<file path="src/rtl/imem_port_arbiter_if.sv">
// Bundle of the fetch port, the loader port and the instruction-memory port.
// The arbiter takes the slave view; the requesters/memory side takes the master view.
interface imem_port_arbiter_if #(
  parameter int bus = 32,
  parameter int aw  = 12
);
  // Fetch port (read-only)
  logic           f_req;
  logic [bus-1:0] f_addr;
  logic           f_gnt;
  logic           f_rvalid;
  logic [bus-1:0] f_rdata;
  logic           f_misalign;

  // Loader / debug port (read/write)
  logic           l_req;
  logic           l_we;
  logic [bus-1:0] l_addr;
  logic [bus-1:0] l_wdata;
  logic           l_gnt;
  logic           l_rvalid;
  logic [bus-1:0] l_rdata;

  // Word-addressed single-port memory
  logic           mem_en;
  logic           mem_we;
  logic [aw-1:0]  mem_addr;
  logic [bus-1:0] mem_wdata;
  logic [bus-1:0] mem_rdata;

  modport slave (
    input  f_req, f_addr, l_req, l_we, l_addr, l_wdata, mem_rdata,
    output f_gnt, f_rvalid, f_rdata, f_misalign,
           l_gnt, l_rvalid, l_rdata,
           mem_en, mem_we, mem_addr, mem_wdata
  );

  modport master (
    output f_req, f_addr, l_req, l_we, l_addr, l_wdata, mem_rdata,
    input  f_gnt, f_rvalid, f_rdata, f_misalign,
           l_gnt, l_rvalid, l_rdata,
           mem_en, mem_we, mem_addr, mem_wdata
  );
endinterface

</file>
<file path="src/rtl/imem_port_arbiter.sv">
// Shares one single-port instruction memory between the fetch unit (F) and the
// loader/debug port (L). Fetch has priority; a starvation counter lets L win
// after starve_max consecutive denied cycles. Reads have one cycle of latency
// and are routed back to whichever port owned the grant.
module imem_port_arbiter #(
  parameter int bus        = 32,
  parameter int aw         = 12,
  parameter int starve_max = 4
) (
  input  logic               clk,
  input  logic               reset,   // asynchronous, active-low
  imem_port_arbiter_if.slave bus_if
);

  localparam int cw = $clog2(starve_max + 1);

  typedef enum logic [1:0] {
    OWN_NONE = 2'd0,
    OWN_F    = 2'd1,
    OWN_L    = 2'd2
  } owner_e;

  owner_e          owner_q, owner_d;
  logic [cw-1:0]   starve_cnt_q, starve_cnt_d;
  logic [bus-1:0]  f_hold_q, l_hold_q;

  logic            l_prio;
  logic            f_gnt, l_gnt;

  // Address bits that never reach the memory: the word index wraps modulo 2^aw
  // and loader byte offsets are simply dropped.
  logic unused_addr_bits;
  assign unused_addr_bits = ^{bus_if.f_addr[bus-1:aw+2],
                              bus_if.l_addr[bus-1:aw+2],
                              bus_if.l_addr[1:0]};

  // Grant decision: fetch first unless the loader has been starved long enough.
  // Both grants are held low while reset is asserted.
  assign l_prio = (starve_cnt_q == cw'(starve_max));
  assign f_gnt  = reset & bus_if.f_req & (~bus_if.l_req | ~l_prio);
  assign l_gnt  = reset & bus_if.l_req & (~bus_if.f_req |  l_prio);

  assign bus_if.f_gnt      = f_gnt;
  assign bus_if.l_gnt      = l_gnt;
  assign bus_if.f_misalign = f_gnt & (|bus_if.f_addr[1:0]);

  // Memory side: a single access per cycle from whichever port won.
  assign bus_if.mem_en    = f_gnt | l_gnt;
  assign bus_if.mem_we    = l_gnt & bus_if.l_we;
  assign bus_if.mem_addr  = f_gnt ? bus_if.f_addr[aw+1:2] : bus_if.l_addr[aw+1:2];
  assign bus_if.mem_wdata = bus_if.l_wdata;

  // Response routing: the owner sees live memory data, the other port keeps its last word.
  assign bus_if.f_rvalid = (owner_q == OWN_F);
  assign bus_if.l_rvalid = (owner_q == OWN_L);
  assign bus_if.f_rdata  = (owner_q == OWN_F) ? bus_if.mem_rdata : f_hold_q;
  assign bus_if.l_rdata  = (owner_q == OWN_L) ? bus_if.mem_rdata : l_hold_q;

  // Next owner and starvation count from this cycle's grants.
  always_comb begin
    // NOTE: every variable gets a default first so no path leaves it unassigned (no latch).
    owner_d      = OWN_NONE;
    starve_cnt_d = starve_cnt_q;

    if (f_gnt) begin
      owner_d = OWN_F;
    end else if (l_gnt && !bus_if.l_we) begin
      owner_d = OWN_L;
    end

    if (!bus_if.l_req || l_gnt) begin
      starve_cnt_d = '0;
    end else if (starve_cnt_q < cw'(starve_max)) begin
      starve_cnt_d = starve_cnt_q + 1'b1;
    end
  end

  // State registers: owner, starvation counter and per-port read-data holds.
  always_ff @(posedge clk or negedge reset) begin
    // NOTE: the hold registers are reset so rdata reads as zero until the first response.
    if (!reset) begin
      owner_q      <= OWN_NONE;
      starve_cnt_q <= '0;
      f_hold_q     <= '0;
      l_hold_q     <= '0;
    end else begin
      // NOTE: non-blocking assignments so every register samples pre-edge values.
      owner_q      <= owner_d;
      starve_cnt_q <= starve_cnt_d;
      if (owner_q == OWN_F) f_hold_q <= bus_if.mem_rdata;
      if (owner_q == OWN_L) l_hold_q <= bus_if.mem_rdata;
    end
  end

endmodule

</file>
<file path="src/flat_wrapper.sv">
// flat-port wrapper written by rule: the top's interface ports become plain ports
module imem_port_arbiter_flat 
#(
  parameter int bus        = 32,
  parameter int aw         = 12,
  parameter int starve_max = 4
)
  (clk, reset, bus_if_f_req, bus_if_f_addr, bus_if_l_req, bus_if_l_we, bus_if_l_addr, bus_if_l_wdata, bus_if_mem_rdata, bus_if_f_gnt, bus_if_f_rvalid, bus_if_f_rdata, bus_if_f_misalign, bus_if_l_gnt, bus_if_l_rvalid, bus_if_l_rdata, bus_if_mem_en, bus_if_mem_we, bus_if_mem_addr, bus_if_mem_wdata);
  imem_port_arbiter_if #(.bus(bus), .aw(aw)) bus_if_i ();
  input  logic clk;
  input  logic reset;
  input wire logic [$bits(bus_if_i.f_req)-1:0] bus_if_f_req;
  input wire logic [$bits(bus_if_i.f_addr)-1:0] bus_if_f_addr;
  input wire logic [$bits(bus_if_i.l_req)-1:0] bus_if_l_req;
  input wire logic [$bits(bus_if_i.l_we)-1:0] bus_if_l_we;
  input wire logic [$bits(bus_if_i.l_addr)-1:0] bus_if_l_addr;
  input wire logic [$bits(bus_if_i.l_wdata)-1:0] bus_if_l_wdata;
  input wire logic [$bits(bus_if_i.mem_rdata)-1:0] bus_if_mem_rdata;
  output wire logic [$bits(bus_if_i.f_gnt)-1:0] bus_if_f_gnt;
  output wire logic [$bits(bus_if_i.f_rvalid)-1:0] bus_if_f_rvalid;
  output wire logic [$bits(bus_if_i.f_rdata)-1:0] bus_if_f_rdata;
  output wire logic [$bits(bus_if_i.f_misalign)-1:0] bus_if_f_misalign;
  output wire logic [$bits(bus_if_i.l_gnt)-1:0] bus_if_l_gnt;
  output wire logic [$bits(bus_if_i.l_rvalid)-1:0] bus_if_l_rvalid;
  output wire logic [$bits(bus_if_i.l_rdata)-1:0] bus_if_l_rdata;
  output wire logic [$bits(bus_if_i.mem_en)-1:0] bus_if_mem_en;
  output wire logic [$bits(bus_if_i.mem_we)-1:0] bus_if_mem_we;
  output wire logic [$bits(bus_if_i.mem_addr)-1:0] bus_if_mem_addr;
  output wire logic [$bits(bus_if_i.mem_wdata)-1:0] bus_if_mem_wdata;
  assign bus_if_i.f_req = bus_if_f_req;
  assign bus_if_i.f_addr = bus_if_f_addr;
  assign bus_if_i.l_req = bus_if_l_req;
  assign bus_if_i.l_we = bus_if_l_we;
  assign bus_if_i.l_addr = bus_if_l_addr;
  assign bus_if_i.l_wdata = bus_if_l_wdata;
  assign bus_if_i.mem_rdata = bus_if_mem_rdata;
  assign bus_if_f_gnt = bus_if_i.f_gnt;
  assign bus_if_f_rvalid = bus_if_i.f_rvalid;
  assign bus_if_f_rdata = bus_if_i.f_rdata;
  assign bus_if_f_misalign = bus_if_i.f_misalign;
  assign bus_if_l_gnt = bus_if_i.l_gnt;
  assign bus_if_l_rvalid = bus_if_i.l_rvalid;
  assign bus_if_l_rdata = bus_if_i.l_rdata;
  assign bus_if_mem_en = bus_if_i.mem_en;
  assign bus_if_mem_we = bus_if_i.mem_we;
  assign bus_if_mem_addr = bus_if_i.mem_addr;
  assign bus_if_mem_wdata = bus_if_i.mem_wdata;
  imem_port_arbiter #(.bus(bus), .aw(aw), .starve_max(starve_max)) u_core (.clk(clk), .reset(reset), .bus_if(bus_if_i));
endmodule
</file>
<file path="config.mk">
export PLATFORM = sky130hd
export DESIGN_NAME = imem_port_arbiter_flat
export DESIGN_NICKNAME = d
export VERILOG_FILES = /design/src/rtl/imem_port_arbiter_if.sv /design/src/rtl/imem_port_arbiter.sv /design/src/flat_wrapper.sv
export SDC_FILE = /design/constraint.sdc
export NUM_CORES = 1
export LEC_CHECK = 0
export ABC_AREA = 1
export BUFFER_PORTS_ARGS = -buffer_cell sky130_fd_sc_hd__buf_2
export CORE_ASPECT_RATIO = 0.6
export CORE_MARGIN = 4
export CORE_UTILIZATION = 35
export CTS_CLUSTER_DIAMETER = 40
export DETAILED_ROUTE_END_ITERATION = 7
export GPL_TIMING_DRIVEN = 0
export PLACE_DENSITY = 0.75
export SYNTH_ARGS = -nofsm -noshare
export SYNTH_HDL_FRONTEND = slang
export SYNTH_SLANG_ARGS = --single-unit
</file>
<file path="constraint.sdc">
create_clock -name clk -period 1.3 [get_ports clk]
set_input_delay 0.26 -clock clk [delete_from_list [all_inputs] [get_ports clk]]
set_output_delay 0.26 -clock clk [all_outputs]
set_load 0.1 [all_outputs]
</file>
# ---- Word-level counts from Yosys, hierarchy flattened
# Index checks and enable logic that the tools add are counted.
dict set report word_totals {
  n_memories 0
  ram_bits 0
  latch_bits 0
  mem_bits_ro 0
  output_inout_bits 115
  word_cells 34
  ff_bits 69
}
dict set report classes {
  reduce_logical 6
  addsub 1
  mux 7
  mul 0
  bitwise 12
  eq_ne 3
  div_mod_pow 0
  magnitude_cmp 1
  shifts 0
}
# operator n
set ops {}
lappend ops {{$mux 32} 2}
lappend ops {{$mux 12} 1}
lappend ops {{$and 1x1->1} 6}
lappend ops {{$mux 3} 2}
lappend ops {{$mux 2} 2}
lappend ops {{$add 3x1->3 const B} 1}
lappend ops {{$eq 3x3->1 const B} 1}
lappend ops {{$lt 3x3->1 const B} 1}
lappend ops {{$not 1->1} 3}
lappend ops {{$or 1x1->1} 3}
lappend ops {{$eq 2x1->1 const B} 1}
lappend ops {{$eq 2x2->1 const B} 1}
lappend ops {{$logic_not 1->1} 2}
lappend ops {{$reduce_bool 2->1} 1}
lappend ops {{$reduce_or 2->1} 1}
lappend ops {{$logic_and 1x1->1} 1}
lappend ops {{$logic_or 1x1->1} 1}

# ---- Longest topological paths before layout
# Gate-level depths: netlist of run 1.
dict set report logic_depth {
  word_depth 6
  ltp_mapped 7
  mapped_depth_nobuf 7
}

# ---- Worst setup path after synthesis of run 1
# Ideal clock, no wire load.
dict set report synth_timing {
  path_type {reg2reg}
  from {register u_core.owner_q[0]}
  to {register u_core.l_hold_q[0]}
  required_ns 0.947
  setup_time_ns 0.353
  n_path_buf 2
  path_stages_with_launch 6
  period_less_slack_ns 3.269
  arrival_ns 2.916
  path_slack_ns -1.969
  path_cell_list {dfrtp_1 > inv_1 > nand2_1 > buf_4 > buf_2 > o21ai_0}
}
dict set report synth_between {
  elab_chain_len 2
}
# item line
set synth_lines {}
lappend synth_lines {{start, declared} imem_port_arbiter.sv:23} ;# owner_e owner_q, owner_d;
lappend synth_lines {{start signal, assigned} imem_port_arbiter.sv:88} ;# owner_q <= owner_d;
lappend synth_lines {{$eq 2x2->1} n/a}
lappend synth_lines {{$mux 32} n/a}
lappend synth_lines {{named net bus_if_l_rdata[0]} flat_wrapper.sv:25} ;# output wire logic [$bits(bus_if_i.l_rdata)-1:0] bus_if_l_rdata;
lappend synth_lines {{end signal, assigned} imem_port_arbiter.sv:91} ;# if (owner_q == OWN_L) l_hold_q <= bus_if.mem_rdata;
lappend synth_lines {{end, declared} imem_port_arbiter.sv:25} ;# logic [bus-1:0] f_hold_q, l_hold_q;
# The timed path passes the listed nets, and every way through them passes these cells.
# A chain may end at the register's enable or synchronous reset.

# ---- Worst setup path after layout of run 1
dict set report layout_timing {
  from {register u_core.owner_q[0]}
  to {output bus_if_l_rdata[10]}
}
dict set report layout_between {
  elab_chain_len 2
}
# item line
set layout_lines {}
lappend layout_lines {{$eq 2x2->1} imem_port_arbiter.sv:57} ;# assign bus_if.l_rdata = (owner_q == OWN_L) ? bus_if.mem_rdata : l_hold_q;
lappend layout_lines {{$mux 32} imem_port_arbiter.sv:57}
lappend layout_lines {{end, declared} flat_wrapper.sv:25}
# Every way passes these cells.

==> impl_metrics.yaml, run 1 <==
synthesis:
  synth_area_um2: 3070
  ys_types: 16
  synthesis.nets: 485
  synth.avg_cell_area_um2: 8.78
  ys_seq_area_share_pct: 56.2
  synth_seq_cells: 69
  syn_inst: 350
  yosys_warnings: 0
layout:
  final_nets: 711
  fin_cells: 692
  layout_commonest_cell: "buf_2"
  post-route-util_pct: 89.3
  nFillCells: 329
  antenna_cells: 0
  layout-drive-gt1-share_pct: 72.6
  final_cell_mix: "93 x buf_2, 91 x buf_12, 69 x dfrtp_1, 64 x o21ai_4, 56 x buf_4"
  design_area_um2: 7610
  syn_to_final_growth_pct: 148
floorplanning:
  dieArea_um2: 10400
  core.rowCount: 26
  die_h_um: 80.6
  pin_count: 248
  core_area_um2: 8520
  initial_utilization_pct: 36.0
  die_w_um: 129
power_and_ir_drop:
  power.share.switching_pct: 48.8
  pwr-share-comb_pct: 61.7
  internal-power_mw: 6.77
  power_density_nw_per_um2: 1740
  total_power_mw: 13.2
  p_leak_nw: 3.64
  vdd_drop_max_mv: 0.928
  pwr-share-clk_pct: 17.5
  power_frac_seq_pct: 20.9
  switchingPower_mw: 6.45
timing:
  worstMarginPinSlew_ns: 0.500
  period_needed_ns: 1.92
  setup_tns_ns: -45.76
  slew_headroom_pct: 66.9
  clock_skew_ns: 0.00316
  finalHoldViolCount: 69
  fin_crit_sh_pct: 148
  hold-worst-slack_ns: -0.248
  setup_viol: 85
  drv_slew: 0
  max_freq_mhz: 520
  rsz0062_at_grt: "true"
  fin_ws_ns: -0.623
run:
  cap_violations: 0
critical_path:
  crit_type: "register to output pin"
  required_ns: 1.04
  cp_max_fo: 5
  critPathArrivalTime_ns: 1.66
  cp-start-kind: "register"
  end_kind: "output pin"
place:
  post-place-cells: 639
  gp_congestion: 0.793
  port_buffers: 177
  dp_slack_ns: -1.31
  hpwl_mm: 7.41
  place_area_um2: 5180
global_route:
  antenna_found_initial: 0
  grt_max_degree: 37
  grt_first_pass_wirelength_mm: 19.7
  grt_pass1_vias: 3609
  grtUsageTotal_pct: 25.0
  overflow: 0
detailed_routing:
  wl_mm: 14.3
  firstDrtPassIters: 4
  wl_per_cell_um: 20.6
  drcViolationCount: 0
  drt_iter0_drc: 95
  viasPerCell: 4.86
  ant_nets: 0
  vias: 3362
cts:
  clock_sinks: 69
  cts-htree-levels: 3
  root_buffer: "clkbuf_16"
  cts_max_path_buffers: 2
  tritoncts: "done"
  cts-buffers-inserted: 9
  cts.clk_slew.worst_paths_ns: 0.05
  clock_latency_ns: 0.33
status:
  violations: "negative hold slack, negative setup slack"
  status: "finished, violations left"
hold_path:
  hp-class: "input port to asynchronous set/reset pin"
==> final cells by class <==
type	instances	area, um2	area share, %
Tap cell	112	140	1.84
Inverter	44	180	2.37
Clock buffer	14	274	3.60
Sequential cell	69	1730	22.7
Timing Repair Buffer	215	2640	34.7
Clock inverter	1	5.00	0.0658
Multi-Input combinational cell	188	2060	27.0
Buffer	49	586	7.70
==> what timing repair did <==
action / CTS / global route
pin swaps: 10 / 8
resized for setup: 396 / 51
cloned: 4 / 8
hold endpoints to repair: 69 / 69
setup endpoints to repair: 87 / 86
buffers inserted: 14 / 14
==> final timing paths <==
kind	slack (ns)	start	end	depth (start not counted)
setup / recovery	-0.62	u_core.owner_q[0]	bus_if_l_rdata[10]	6
hold / removal	-0.25	reset	u_core.l_hold_q[16]	1
setup reg to reg	-0.09	u_core.starve_cnt_q[1]	u_core.owner_q[0]	7
hold reg to reg	0.51	u_core.l_hold_q[23]	u_core.l_hold_q[23]	2
max in group asynchronous	1.23	reset	u_core.l_hold_q[30]	1
min in group clk	0.10	bus_if_l_we	u_core.owner_q[1]	2
==> critical path: stages (launching register included) <==
cell and delay (ns):
dfrtp_1 0.41, inv_2 0.09, nand2_4 0.08, clkbuf_16 0.18, buf_16 0.15, o21ai_4 0.21
buf_12 0.20
==> cells by family after synthesis <==
group	after synthesis	share of synthesized area, %
and+or+nand+nor	120	15.6
buffers and inverters	93	16.4
DFF	69	56.2
AOI/OAI and AO/OA	65	10.7
adders and majority gates	2	0.815
xor gates and xnor gates	1	0.285
==> routing by layer <==
| layer | wire, um | vias up | GRT usage, % |
|---|---|---|---|
| li1 | - | 1508 | - |
| met1 | 5160 | 1655 | 28.2 |
| met2 | 7700 | 167 | 45.6 |
| met3 | 1050 | 32 | 8.37 |
| met4 | 337 | 0 | 6.50 |
| met5 | 0 | - | 0 |
==> state kept, by name, indices dropped and copies added, names as in the netlist <==
name / cells
u_core.f_hold_q: 32
u_core.l_hold_q: 32
u_core.owner_q: 2
u_core.starve_cnt_q: 3
==> synthesized netlist by cell type (all sizes together) <==
library cell | number | area share, %
nand2 | 99 | 12
dfrtp | 69 | 56
o21ai | 64 | 10
buf | 47 | 11
inv | 44 | 5.4
nand3 | 13 | 2.3
nor2 | 8 | 0.98
clkbuf | 2 | 0.24
ha | 2 | 0.81
o21a | 1 | 0.24
xor2 | 1 | 0.29
==> power groups by stage <==
stage | sequential [mW] | combinational (mW) | clock [mW]
2_1_floorplan | 2.68 | 5.18 | 0
3_3_place_gp | 2.69 | 5.88 | 0
3_5_place_dp | 2.71 | 5.94 | 0
4_1_cts | 2.69 | 7.82 | 2.32
5_1_grt | 2.79 | 8.36 | 2.44
6_report | 2.76 | 8.15 | 2.31
Power figures use the tool's default switching activity.
==> run 2: changes to the inputs <==
--- a/config.mk
+++ b/config.mk
@@ -9,11 +9,11 @@
 export BUFFER_PORTS_ARGS = -buffer_cell sky130_fd_sc_hd__buf_2
 export CORE_ASPECT_RATIO = 0.6
 export CORE_MARGIN = 4
-export CORE_UTILIZATION = 35
+export CORE_UTILIZATION = 42
 export CTS_CLUSTER_DIAMETER = 40
 export DETAILED_ROUTE_END_ITERATION = 7
 export GPL_TIMING_DRIVEN = 0
-export PLACE_DENSITY = 0.75
+export PLACE_DENSITY = 0.84
 export SYNTH_ARGS = -nofsm -noshare
 export SYNTH_HDL_FRONTEND = slang
 export SYNTH_SLANG_ARGS = --single-unit
==> constraint.sdc (replaced) <==
create_clock -name clk -period 2.3 [get_ports clk]
set_input_delay 0.46 -clock clk [delete_from_list [all_inputs] [get_ports clk]]
set_output_delay 0.46 -clock clk [all_outputs]
set_load 0.1 [all_outputs]
==> impl_metrics.yaml, run 2 (synthesis results as in run 1) <==
cts:
  tritoncts: "done"
  clock_sinks: 69
  clock_latency_ns: 0.33
  root_buffer: "clkbuf_16"
  cts_max_path_buffers: 2
  cts-buffers-inserted: 9
  cts.clk_slew.worst_paths_ns: 0.06
  cts-htree-levels: 3
floorplanning:
  die_w_um: 118
  core_area_um2: 6880
  dieArea_um2: 8790
  core.rowCount: 23
  die_h_um: 74.2
  pin_count: 248
  initial_utilization_pct: 44.7
critical_path:
  cp_max_fo: 4
  r2r-end: "u_core.starve_cnt_q[0]"
  required_ns: 1.84
  reg2reg_slack_ns: 0.94
  end_kind: "output pin"
  cp-start-kind: "register"
  reg2reg_depth: 7
  r2r_start: "u_core.starve_cnt_q[0]"
  crit_type: "register to output pin"
  critPathArrivalTime_ns: 1.81
timing:
  max_freq_mhz: 441
  fin_crit_sh_pct: 98.6
  worstMarginPinSlew_ns: 0.509
  clock_skew_ns: 0.00604
  fin_ws_ns: 0.0311
  setup_viol: 0
  finalHoldViolCount: 0
  drv_slew: 0
  slew_headroom_pct: 66.3
  rsz0062_at_grt: "true"
  setup_tns_ns: 0
  period_needed_ns: 2.27
global_route:
  grt_first_pass_wirelength_mm: 14.3
  grt_pass1_vias: 2939
  antenna_found_initial: 0
  grtUsageTotal_pct: 20.9
  overflow: 0
  grt_max_degree: 72
layout:
  syn_to_final_growth_pct: 63.5
  layout_commonest_cell: "buf_2"
  reg_top3: "u_core.f_hold_q (32), u_core.l_hold_q (32), u_core.starve_cnt_q (3)"
  final_nets: 677
  layout-drive-gt1-share_pct: 51.7
  final_cell_mix: "103 x buf_2, 98 x nand2_1, 69 x dfrtp_1, 66 x buf_4, 44 x inv_1"
  antenna_cells: 0
detailed_routing:
  dr_wl_met3_um: 761
  vias: 3051
  viasPerCell: 4.81
  drt-met1-wl_mm: 3.92
  firstDrtPassIters: 4
  ant_nets: 0
  wl_mm: 10.3
  drt_iter0_drc: 164
  drcViolationCount: 0
  routed.top_layer: "met4"
  wl_per_cell_um: 16.2
  dr_wl_met2_mm: 5.45
power_and_ir_drop:
  power_density_nw_per_um2: 1250
  p_leak_nw: 2.82
  vdd_drop_max_mv: 0.945
place:
  port_buffers: 177
  hpwl_mm: 6.53
  dp_slack_ns: -0.525
  gp_congestion: 0.768
status:
  status: "finished clean"
hold_path:
  hp-class: "input port to asynchronous set/reset pin"
run:
  cap_violations: 0
## run 2: changes by cell type in the layout (fill, tap and decap cells not counted), sizes merged
cell / previous run / this run
clkbuf: 25 / 22
bufinv: 0 / 2
clkinvlp: 4 / 1
inv: 40 / 45
buf: 252 / 217
bufbuf: 1 / 0
dlygate4sd3: 0 / 1
clkinv: 1 / 2
## run 2: area by class of cell
| type | count | area, um2 |
|---|---|---|
| Clock buffer | 10 | 229 |
| Sequential cell | 69 | 1730 |
| Inverter | 44 | 165 |
| Timing Repair Buffer | 181 | 1380 |
| Fill cell | 463 | 1850 |
| Buffer | 49 | 349 |
| Clock inverter | 6 | 86.3 |
| Tap cell | 87 | 109 |
| Multi-Input combinational cell | 188 | 983 |
## run 2: worst max path at each step
stage                                      start                 end  slack, ns  depth (start not counted)
after global routing      u_core.starve_cnt_q[0]  bus_if_mem_addr[7]      -0.07                          8
after global placement                     reset  bus_if_mem_addr[8]       -1.0                          7
after CTS                      u_core.owner_q[1]  bus_if_l_rdata[16]     0.0005                          6
final                     u_core.starve_cnt_q[0]  bus_if_mem_addr[7]       0.03                          8
after detailed placement                   reset  bus_if_mem_addr[9]      -0.52                          7
after floorplan                u_core.owner_q[1]  bus_if_f_rdata[10]      -0.31                          5
## run 2: repair_timing
| action | 4_1_cts | 5_1_grt |
|---|---|---|
| setup endpoints to repair | 72 | 70 |
| pin swaps | 0 | 1 |
| resized for setup | 70 | 93 |
| endpoints found under the hold margin | 0 | 69 |
| hold buffers | 0 | 2 |
| setup buffers | 0 | 1 |
| gates cloned | 0 | 1 |
## run 2: metrics by stage
step                std cells  hold slack (ns)  util [%]  total power [mW]  instance area, um2
floorplan                 350            0.164         -              4.06                3170
global placement          614            0.450      60.5              4.47                4160
detailed placement        614            0.453      60.5              4.50                4160
CTS                       630           0.0299      67.7              6.10                4660
global route              634           0.0639      73.0              6.52                5020
finish                    634           0.0686      73.0              6.28                5020
## run 2: where the power goes
group	internal, mW	switching [mW]
Combinational	0.688	2.63
Sequential	1.45	0.0698
Clock	0.948	0.502
Total	3.08	3.20
## run 2: worst max-delay path, stage by stage (launching register included)
cell,delay [ns]
dfrtp_1,0.41
inv_1,0.08
ha_2,0.22
nand3_4,0.11
nand2_4,0.12
buf_4,0.12
nand2_1,0.06
nand2_1,0.07
buf_4,0.29
## run 2: metal layers
metal / GRT usage, % / vias to the layer above
li1: - / 1447
met1: 24.5 / 1437
met2: 36.1 / 149
met3: 8.36 / 18
met4: 6.80 / 0
met5: 0 / -
==> run 3: changes to the inputs <==
--- a/config.mk
+++ b/config.mk
@@ -9,11 +9,11 @@
 export BUFFER_PORTS_ARGS = -buffer_cell sky130_fd_sc_hd__buf_2
 export CORE_ASPECT_RATIO = 0.6
 export CORE_MARGIN = 4
-export CORE_UTILIZATION = 42
+export CORE_UTILIZATION = 25
 export CTS_CLUSTER_DIAMETER = 40
 export DETAILED_ROUTE_END_ITERATION = 7
 export GPL_TIMING_DRIVEN = 0
-export PLACE_DENSITY = 0.84
+export PLACE_DENSITY = 0.55
 export SYNTH_ARGS = -nofsm -noshare
 export SYNTH_HDL_FRONTEND = slang
 export SYNTH_SLANG_ARGS = --single-unit
==> constraint.sdc (replaced) <==
create_clock -name clk -period 2.3 [get_ports clk]
set_input_delay 0.345 -clock clk [delete_from_list [all_inputs] [get_ports clk]]
set_output_delay 0.345 -clock clk [all_outputs]
set_load 0.1 [all_outputs]
==> impl_metrics.yaml, run 3 (synthesis results as in run 1) <==
status:
  status: "finished, violations left"
  violations: "negative hold slack"
timing:
  period_needed_ns: 2.18
  rsz0062_at_grt: "true"
  drv_slew: 0
  setup_tns_ns: 0
  setup_viol: 0
  worstMarginPinSlew_ns: 0.530
  max_freq_mhz: 460
  finalHoldViolCount: 69
  slew_headroom_pct: 64.7
  hold-worst-slack_ns: -0.0756
  clock_skew_ns: 0.00572
  fin_crit_sh_pct: 94.6
layout:
  final_nets: 673
  syn_to_final_growth_pct: 59.7
  antenna_cells: 0
  post-route-util_pct: 40.8
  reg_top3: "u_core.f_hold_q (32), u_core.l_hold_q (32), u_core.starve_cnt_q (3)"
  fin_cells: 708
  layout_commonest_cell: "buf_2"
  layout-drive-gt1-share_pct: 53.4
  final_cell_mix: "113 x buf_2, 98 x nand2_1, 69 x dfrtp_1, 56 x buf_4, 46 x o21ai_2"
cts:
  tritoncts: "done"
  cts-htree-levels: 3
  post_cts_buffers: 0
  clock_sinks: 69
  root_buffer: "clkbuf_16"
  cts_max_path_buffers: 2
  clock_latency_ns: 0.33
  cts.clk_slew.worst_paths_ns: 0.06
  cts-buffers-inserted: 9
critical_path:
  reg2reg_depth: 4
  cp_max_fo: 10
  cp-start-kind: "register"
  path_cells: "inv_1 > nand2_1 > buf_4 > buf_2 > o21ai_2 > buf_2"
  critPathSlowestCell: "buf_2"
  end_kind: "output pin"
  r2r-end: "u_core.l_hold_q[22]"
  r2r_start: "u_core.owner_q[0]"
  crit_type: "register to output pin"
  cp-endpoint: "bus_if_l_rdata[2]"
  startpoint: "u_core.owner_q[0]"
  reg2reg_slack_ns: 0.96
  slowest_delay_ns: 0.44
  cpMostUsedCell: "buf_2"
  critPathArrivalTime_ns: 1.83
  required_ns: 1.96
detailed_routing:
  wl_mm: 9.53
  drcViolationCount: 0
  viasPerCell: 4.06
  drt_iter0_drc: 130
  wl_per_cell_um: 13.5
  ant_nets: 0
  firstDrtPassIters: 4
  vias: 2876
power_and_ir_drop:
  p_leak_nw: 2.74
  vdd_drop_max_mv: 0.511
  power_density_nw_per_um2: 1250
hold_path:
  hp-class: "input port to asynchronous set/reset pin"
place:
  post-place-cells: 692
  port_buffers: 177
  gp_congestion: 0.803
  hpwl_mm: 7.35
floorplanning:
  pin_count: 248
  die_h_um: 93.9
  core_area_um2: 12000
  dieArea_um2: 14200
  initial_utilization_pct: 25.5
  die_w_um: 151
  core.rowCount: 31
global_route:
  grt_max_degree: 72
  grt_first_pass_wirelength_mm: 14.6
  grtUsageTotal_pct: 13.3
  antenna_found_initial: 0
  overflow: 0
  grt_pass1_vias: 2886
run:
  cap_violations: 0
run 3: worst min-delay path by stage:
| stage | end | startpoint |
|---|---|---|
| 6_report | u_core.l_hold_q[1] | reset |
| 5_1_grt | u_core.l_hold_q[1] | reset |
| 4_1_cts | u_core.l_hold_q[31] | reset |
| 3_5_place_dp | u_core.l_hold_q[21] | u_core.l_hold_q[21] |
| 3_3_place_gp | u_core.l_hold_q[18] | u_core.l_hold_q[18] |
| 2_1_floorplan | u_core.f_hold_q[0] | reset |
run 3: layout make-up:
cell class / instances / area, um2
clock buffer: 10 / 239
timing repair buffer: 177 / 1120
multi-input combinational: 188 / 1020
buffer: 49 / 347
sequential: 69 / 1730
fill: 1233 / 7120
clock inverter: 6 / 86.3
inverter: 44 / 165
tap: 165 / 206
run 3: metrics by stage:
stage | power (mW) | cell area, um2 | worst slack (ns)
6_report | 6.15 | 4900 | 0.124
3_5_place_dp | 4.55 | 4340 | -0.373
2_1_floorplan | 4.09 | 3250 | -0.826
3_3_place_gp | 4.52 | 4340 | -0.843
4_1_cts | 6.11 | 4730 | 0.00150
5_1_grt | 6.40 | 4900 | -0.0227
run 3: where the power goes:
group | switching (mW) | leakage (nW) | internal (mW) | total, mW
Sequential | 0.0671 | 0.846 | 1.45 | 1.51
Clock | 0.511 | 0.158 | 0.976 | 1.49
Combinational | 2.58 | 1.73 | 0.571 | 3.15
run 3: critical path, delay by kind of cell, from the launching register on:
kind	cells	cell delay [ns]
flops	1	0.38
simple gates	1	0.06
compound gates	1	0.16
buf+inv	4	0.90
run 3: what timing repair did:
item | CTS | global route
endpoints found under the hold margin | 69 | 69
pin swaps | 0 | 0
endpoints found under the setup margin | 32 | 67
gates resized for setup | 23 | 75
run 3: per-layer routing:
layer  track usage (%)  vias to the layer above  routed length, um
met4              2.94                        0                 47
met1              17.5                     1308               4250
li1                  -                     1447                  -
met2              20.8                      115               4490
met3              4.82                        6                745
met5                 0                        -                  0
